**src/rtl/hack_alu_pkg.sv**
```systemverilog
// ---------------------------------------------------------------------------
// hack_alu_pkg
// Shared types and constants for the Hack-style ALU datapath.
//   alu_ctrl_t : decoded control word {zx,nx,zy,ny,f,no}, zx in bit 5
//   WORD_W     : datapath width
//   OP_*       : named control words for common Hack ALU functions
// ---------------------------------------------------------------------------
package hack_alu_pkg;

    localparam int WORD_W = 16;

    typedef struct packed {
        logic zx;   // zero x
        logic nx;   // negate x (after zx)
        logic zy;   // zero y
        logic ny;   // negate y (after zy)
        logic f;    // 1: add, 0: bitwise and
        logic no;   // negate result
    } alu_ctrl_t;

    localparam logic [5:0] OP_ZERO   = 6'b101010;
    localparam logic [5:0] OP_ONE    = 6'b111111;
    localparam logic [5:0] OP_ADD    = 6'b000010;
    localparam logic [5:0] OP_SUB_XY = 6'b010011;
    localparam logic [5:0] OP_AND    = 6'b000000;
    localparam logic [5:0] OP_NOT_X  = 6'b001101;
    localparam logic [5:0] OP_NEG1   = 6'b111010;

endpackage

```
**src/rtl/not16.sv**
```systemverilog
// ---------------------------------------------------------------------------
// not16
// 16-bit bitwise inverter primitive.
//   a_i : input word
//   y_o : bitwise complement of a_i
// ---------------------------------------------------------------------------
module not16 (
    input  logic [15:0] a_i,
    output logic [15:0] y_o
);

    assign y_o = ~a_i;

endmodule

```
**src/rtl/alu16_pipe.sv**
```systemverilog
// ---------------------------------------------------------------------------
// alu16_pipe
// Two-stage pipelined Hack-style 16-bit ALU with valid/ready on both sides.
// Stage 1 conditions the operands (zx/nx, zy/ny) and registers them with
// f/no; stage 2 computes add/and, optional output negate, and registers
// out/zr/ng. Each stage is a valid-qualified register that advances when
// the stage below it is empty or draining.
//   clk       : clock, rising edge
//   reset     : synchronous active-high reset
//   in_valid  : input beat valid
//   in_ready  : stage 1 can accept a beat (combinational from out_ready)
//   x, y      : operands
//   ctrl      : {zx,nx,zy,ny,f,no}
//   out_valid : result beat valid
//   out_ready : consumer accepts result
//   out       : result; zr = (out == 0); ng = out[15]
// ---------------------------------------------------------------------------
module alu16_pipe
    import hack_alu_pkg::*;
(
    input  logic        clk,
    input  logic        reset,
    input  logic        in_valid,
    output logic        in_ready,
    input  logic [15:0] x,
    input  logic [15:0] y,
    input  logic [5:0]  ctrl,
    output logic        out_valid,
    input  logic        out_ready,
    output logic [15:0] out,
    output logic        zr,
    output logic        ng
);

    alu_ctrl_t ctrl_s;

    // Stage 1 state
    logic              s1_valid_q, s1_valid_d;
    logic [WORD_W-1:0] x1_q, x1_d;
    logic [WORD_W-1:0] y1_q, y1_d;
    logic              f1_q, f1_d;
    logic              no1_q, no1_d;

    // Stage 2 state
    logic              out_valid_q, out_valid_d;
    logic [WORD_W-1:0] out_q, out_d;
    logic              zr_q, zr_d;
    logic              ng_q, ng_d;

    // Datapath intermediates
    logic [WORD_W-1:0] x_zero_s, x_neg_s, x_cond_s;
    logic [WORD_W-1:0] y_zero_s, y_neg_s, y_cond_s;
    logic [WORD_W-1:0] fn_s, fn_neg_s, res_s;

    // Handshake
    logic s2_adv_s, s1_adv_s, in_ready_s, in_xfer_s;

    assign ctrl_s = alu_ctrl_t'(ctrl);

    // Advance terms: a stage may load when it is empty or the stage below drains.
    // in_ready is forced low during reset so nothing is accepted then.
    assign s2_adv_s   = !out_valid_q || out_ready;
    assign s1_adv_s   = !s1_valid_q || s2_adv_s;
    assign in_ready_s = s1_adv_s && !reset;
    assign in_xfer_s  = in_valid && in_ready_s;

    // Operand zeroing ahead of the negate primitives
    always_comb begin
        x_zero_s = x;
        y_zero_s = y;
        if (ctrl_s.zx) begin
            x_zero_s = 16'h0000;
        end else begin
            x_zero_s = x;
        end
        if (ctrl_s.zy) begin
            y_zero_s = 16'h0000;
        end else begin
            y_zero_s = y;
        end
    end

    not16 u_not_nx (.a_i(x_zero_s), .y_o(x_neg_s));
    not16 u_not_ny (.a_i(y_zero_s), .y_o(y_neg_s));

    assign x_cond_s = ctrl_s.nx ? x_neg_s : x_zero_s;
    assign y_cond_s = ctrl_s.ny ? y_neg_s : y_zero_s;

    // Function stage: add wraps at 16 bits, no carry is kept
    always_comb begin
        fn_s = 16'h0000;
        if (f1_q) begin
            fn_s = x1_q + y1_q;
        end else begin
            fn_s = x1_q & y1_q;
        end
    end

    not16 u_not_no (.a_i(fn_s), .y_o(fn_neg_s));

    assign res_s = no1_q ? fn_neg_s : fn_s;

    // Stage 1 next state: load conditioned operands on advance, else hold
    always_comb begin
        s1_valid_d = s1_valid_q;
        x1_d       = x1_q;
        y1_d       = y1_q;
        f1_d       = f1_q;
        no1_d      = no1_q;
        if (s1_adv_s) begin
            s1_valid_d = in_xfer_s;
            x1_d       = x_cond_s;
            y1_d       = y_cond_s;
            f1_d       = ctrl_s.f;
            no1_d      = ctrl_s.no;
        end else begin
            s1_valid_d = s1_valid_q;
        end
    end

    // Stage 2 next state: take stage 1 on advance (bubbles included), else hold
    always_comb begin
        out_valid_d = out_valid_q;
        out_d       = out_q;
        zr_d        = zr_q;
        ng_d        = ng_q;
        if (s2_adv_s) begin
            out_valid_d = s1_valid_q;
            out_d       = res_s;
            zr_d        = (res_s == 16'h0000);
            ng_d        = res_s[15];
        end else begin
            out_valid_d = out_valid_q;
        end
    end

    // Stage 1 registers
    always_ff @(posedge clk) begin
        if (reset) begin
            s1_valid_q <= 1'b0;
            x1_q       <= 16'h0000;
            y1_q       <= 16'h0000;
            f1_q       <= 1'b0;
            no1_q      <= 1'b0;
        end else begin
            s1_valid_q <= s1_valid_d;
            x1_q       <= x1_d;
            y1_q       <= y1_d;
            f1_q       <= f1_d;
            no1_q      <= no1_d;
        end
    end

    // Stage 2 registers; zr resets high because the reset result is zero
    always_ff @(posedge clk) begin
        if (reset) begin
            out_valid_q <= 1'b0;
            out_q       <= 16'h0000;
            zr_q        <= 1'b1;
            ng_q        <= 1'b0;
        end else begin
            out_valid_q <= out_valid_d;
            out_q       <= out_d;
            zr_q        <= zr_d;
            ng_q        <= ng_d;
        end
    end

    assign in_ready  = in_ready_s;
    assign out_valid = out_valid_q;
    assign out       = out_q;
    assign zr        = zr_q;
    assign ng        = ng_q;

endmodule
```
**config.mk**
```make
export PLATFORM = sky130hd
export DESIGN_NAME = alu16_pipe
export DESIGN_NICKNAME = d
export VERILOG_FILES = /design/src/rtl/hack_alu_pkg.sv /design/src/rtl/not16.sv /design/src/rtl/alu16_pipe.sv
export SDC_FILE = /design/constraint.sdc
export NUM_CORES = 1
export LEC_CHECK = 0
export ABC_AREA = 1
export CAP_MARGIN = 20
export CORE_ASPECT_RATIO = 0.5
export CORE_MARGIN = 2
export CORE_UTILIZATION = 55
export DETAILED_ROUTE_END_ITERATION = 12
export GPL_ROUTABILITY_DRIVEN = 0
export GPL_TIMING_DRIVEN = 0
export PLACE_DENSITY = 0.92
export SYNTH_ARGS = -nofsm -noshare
export SYNTH_HDL_FRONTEND = slang
export SYNTH_SLANG_ARGS = --single-unit
```
**constraint.sdc**
```tcl
create_clock -name clk -period 2.9 [get_ports clk]
set_clock_uncertainty 0.15 [all_clocks]
set_input_delay 0.58 -clock clk [delete_from_list [all_inputs] [get_ports clk]]
set_output_delay 0.58 -clock clk [all_outputs]
set_load 0.03 [all_outputs]
```
# [After elaboration in Yosys (flattened, before gate mapping)]
# Index checks and enable logic that the tools add are counted.
[op_classes] n_addsub=1 mux=6 n_bitwise=4 n_reduce_logical=8
[op_table] cell="2-to-1 mux 16 bit" n=6
[op_table] cell="NOT 16 bit" n=3
[op_table] cell="adder 16 bit" n=1
[op_table] cell="AND 16 bit" n=1
[op_table] cell="zero test 16 bit" n=1
[op_table] cell="zero test 1 bit" n=3
[op_table] cell="logical AND 1 bit" n=2
[op_table] cell="logical OR 1 bit" n=2
[totals] register_bits=54 input_bits=42 out_inout_bits=20 wordCells=28

# [Longest topological paths before layout]
[depth] depth_word=5 depth_mapped=17 ltp_nobuf=17

# [Cells and area by module]
# A second synthesis with hierarchy kept.
[hier_totals] cells_unflattened=678 area_unflattened_um2=4051.4
[by_module_without_submodules] module="alu16_pipe" instances=1 cells_per_inst=630 area_per_inst_um2=3871.2 seq_area_each_um2=1061.0
[by_module_without_submodules] module="not16" instances=3 cells_per_inst=16 area_per_inst_um2=60.1 seq_area_each_um2=0.0

# [Worst setup path before layout]
# OpenSTA, ideal clock, no wires.
[synth_timing] path_type="input to output" startpoint="input out_ready" endpoint="output in_ready" arrival_time_ns=1.551 required_time_ns=2.170 setup_slack_ns=0.619 stages=8 path_buffers=2 cell_sequence="nor2_2 > inv_1 > nor2_2 > inv_1 > buf_2 > buf_2 > nand2_1 > inv_1"
[synth_between] elab_chain_cells=3
[synth_rtl] item="start, declared" line_no="alu16_pipe.sv:29" source="input logic out_ready,"
[synth_rtl] item="logical OR 1 bit" line_no="alu16_pipe.sv:62" source="assign s2_adv_s = !out_valid_q || out_ready;"
[synth_rtl] item="logical OR 1 bit" line_no="alu16_pipe.sv:63" source="assign s1_adv_s = !s1_valid_q || s2_adv_s;"
[synth_rtl] item="logical AND 1 bit" line_no="alu16_pipe.sv:64" source="assign in_ready_s = s1_adv_s && !reset;"
[synth_rtl] item="end, declared" line_no="alu16_pipe.sv:24" source="output logic in_ready,"
# No other way between the ends.

# [Worst setup path after layout]
[layout_timing] startpoint="input reset" endpoint="output in_ready"
[layout_between] elab_chain_cells=2
[layout_rtl] item="start, declared" line_no="alu16_pipe.sv:22" source="input logic reset,"
[layout_rtl] item="zero test 1 bit" line_no="alu16_pipe.sv:64"
[layout_rtl] item="logical AND 1 bit" line_no="alu16_pipe.sv:64"
# No other way between the ends.

==> metrics <==
status finished, final reports clean; RSZ-0062 raised after global routing no; final net count 784; VDD IR max 0.278 mV; Hold Path Class reg -> reg; Cell Chain, Critical Path clkdlybuf4s50_1, clkinv_1, clkbuf_1, nand2_1, inv_1, buf_2; arrival time of the worst setup path 2050 ps; Max Root-Sink Buffers 2; synth warn 0; Critical Path RT 2170 ps; later-pin clock latency in the skew report 290 ps; I/O Buffers 61; GRT Util Overall 28.6%; initial antenna violation count 0; r2r endpoint zr$_SDFFE_PP1P_; Die Wd 124 um; Post-Route WL 10700 um; CP Launch Type primary input; Final min period 2780 ps; H-tree depth 2; worst reg2reg path depth 14; syn nets 715; Die ar. 0.00792 sq mm; Hold Path Origin out[8]$_SDFFE_PP0P_; antenna cells 0; CTS buffer count 5; Initial Util 58.1%; WL/cell 13.1 um; critical path depth 6; # DRC 0; root buffer cell clkbuf_16; TritonRoute pass-1 iters 6; Mapped Area 0.00395 sq mm; maximum clock frequency 0.359 GHz; CTS tree built; count of final hold-check violations 0; row cnt 21; CP delay by family, top buffers and inverters; initial DRC count 468; Slew headroom 63.9%; reg-to-reg slack, setup 420 ps; largest net degree at the start of global routing 20; die height 63.9 um; Ports 62; Clock Sinks 53; Slowest-stage cell, CP clkdlybuf4s50_1; first-pass GRT wire length 18000 um; Yosys cell types 32; vias in the first global route 3917; Pleak 2.72 nW; crit-path max FO 10; via/cell ratio 5.37; Tcrit/Tclk final 96.0%; register area share after synthesis 26.8%; crit-path max cell delay 500 ps; Pwr Total 2.08 mW; FF-to-FF Start x1_q[0]$_SDFFE_PP0N_; Final Cell Area 0.00485 sq mm; share of cells above drive strength 1 7.44%; Layout area overhead 22.7%; Syn Inst Count 656; Setup crit end kind output pin; Fill cells 544; Slew @ Worst Pin 541 ps; final core occ 71.3%; Power Dens Cells 428 mW/mm^2; Buf/Inv on CP 5; post-DP HPWL 8280 um; Vias 4389; setup violators final 0; FF+latch count, synth 53; max-cap violations 0; CTS clk-pin slew, worst paths 60 ps; pins over their slew limit 0; syn_area_per_cell 6.03 sq um; hold path cells 2; Core Region 0.00681 sq mm; ANT nets after route 0; GRT Residual Overflow 0; Hold Path End out[8]$_SDFFE_PP0P_; placed cell area 0.00468 sq mm; critical path type in -> out
power by group:
| group | internal, mW | total, mW | switching [mW] |
|---|---|---|---|
| logic | 0.257 | 0.631 | 0.374 |
| registers | 0.785 | 0.826 | 0.0404 |
| clock network | 0.347 | 0.620 | 0.273 |
cells in the mapped netlist, drive strengths merged:
cell type	count	area [sq um]
a21oi	11	58.8
fa	1	20.0
o21bai	2	15.0
o221ai	32	280
clkinv	2	7.51
xor2	1	8.76
nand3b	1	7.51
or2	6	37.5
nand2	245	955
and2	2	12.5
o21a	1	7.51
nor2	55	219
dfxtp	53	1060
clkbuf	18	77.6
ha	16	200
buf	14	73.8
nand4	1	6.26
nand3	74	390
a21o	1	7.51
o21ai	9	45.0
o211ai	12	90.1
inv	99	372
placed cells by master, fill, tap and decap left out, types with 3 or more instances in the layout:
master           Yosys  final
a21oi_1             10     10
dfxtp_1             53     53
clkdlybuf4s50_1      0     60
nand3_1             70     70
buf_4                2      5
clkbuf_1            17     17
buf_2               11     10
nand2_1            231    231
o21ai_0              8      8
nand2_2             14     14
o211ai_1            12     12
inv_1               98     97
nand3_2              4      4
o221ai_1            32     32
or2_2                6      6
ha_1                16     16
nor2_1              52     52
nor2_4               1      3
clkbuf_16            0      5
state kept, by name, indices dropped and copies added, names as in the netlist:
| signal | cells |
|---|---|
| out | 16 |
| x1_q | 16 |
| y1_q | 16 |
| f1_q | 1 |
| no1_q | 1 |
| out_valid | 1 |
| s1_valid_q | 1 |
| zr | 1 |
layer usage:
layer | vias up | global-route usage (%) | routed length (um) | part of all wire (%)
met4 | 0 | 8.95 | 189 | 1.8
met5 | - | 0 | 0 | 0
met3 | 24 | 5.89 | 1080 | 10
met1 | 1909 | 40.0 | 4910 | 46
li1 | 2233 | - | - | -
met2 | 223 | 44.2 | 4530 | 42
worst max path at each step:
stage              start  endpoint  slack [ps]
2_1_floorplan  out_ready  in_ready         620
3_3_place_gp   out_ready  in_ready        -600
3_5_place_dp   out_ready  in_ready        -650
4_1_cts        out_ready  in_ready          10
5_1_grt            reset  in_ready          10
6_report           reset  in_ready         120
area by class of cell:
class | count | area, sq um | area share (%)
plain buffers | 31 | 149 | 3.07
clock buffers | 6 | 139 | 2.86
clock inverters | 2 | 16.3 | 0.335
inverters | 101 | 379 | 7.82
multi-input cells | 470 | 2370 | 48.9
flip-flops and latches | 53 | 1060 | 21.9
well taps | 92 | 115 | 2.37
repair buffers | 63 | 621 | 12.8
logic make-up (layout without fill, tap and decap cells):
kind of cell	count (synthesis)	count (layout)	share of synthesized area [%]
AO/OA/AOI/OAI	68	68	12.8
XOR/XNOR	1	1	0.222
adder cells (fa/ha/maj)	17	17	5.57
buffers and inverters	133	203	13.4
flip-flops	53	53	26.8
AND/OR/NAND/NOR	384	384	41.2
metrics by stage:
step | setup TNS, ps | setup WS (ps) | hold slack [ps] | std cells
after CTS | 0 | 10.4 | 356 | 817
after detailed placement | -648 | -648 | 336 | 809
final | 0 | 117 | 349 | 818
after floorplan | 0 | 619 | 297 | 656
after global routing | 0 | 10.7 | 375 | 818
after global placement | -601 | -601 | 335 | 809
repair_timing:
item / CTS / global route
hold endpoints to repair: 0 / 0
buffers inserted: 1 / 1
gates resized for setup: 6 / 3
hold buffers: 0 / 0
pin swaps: 2 / 1
setup endpoints to repair: 1 / 1
tightest hold or removal path: stages (launching register included):
cell and delay [ps]:
dfxtp_1 330, o211ai_1 90, inv_1 50
Note: power is estimated with default switching activity, not from simulation.
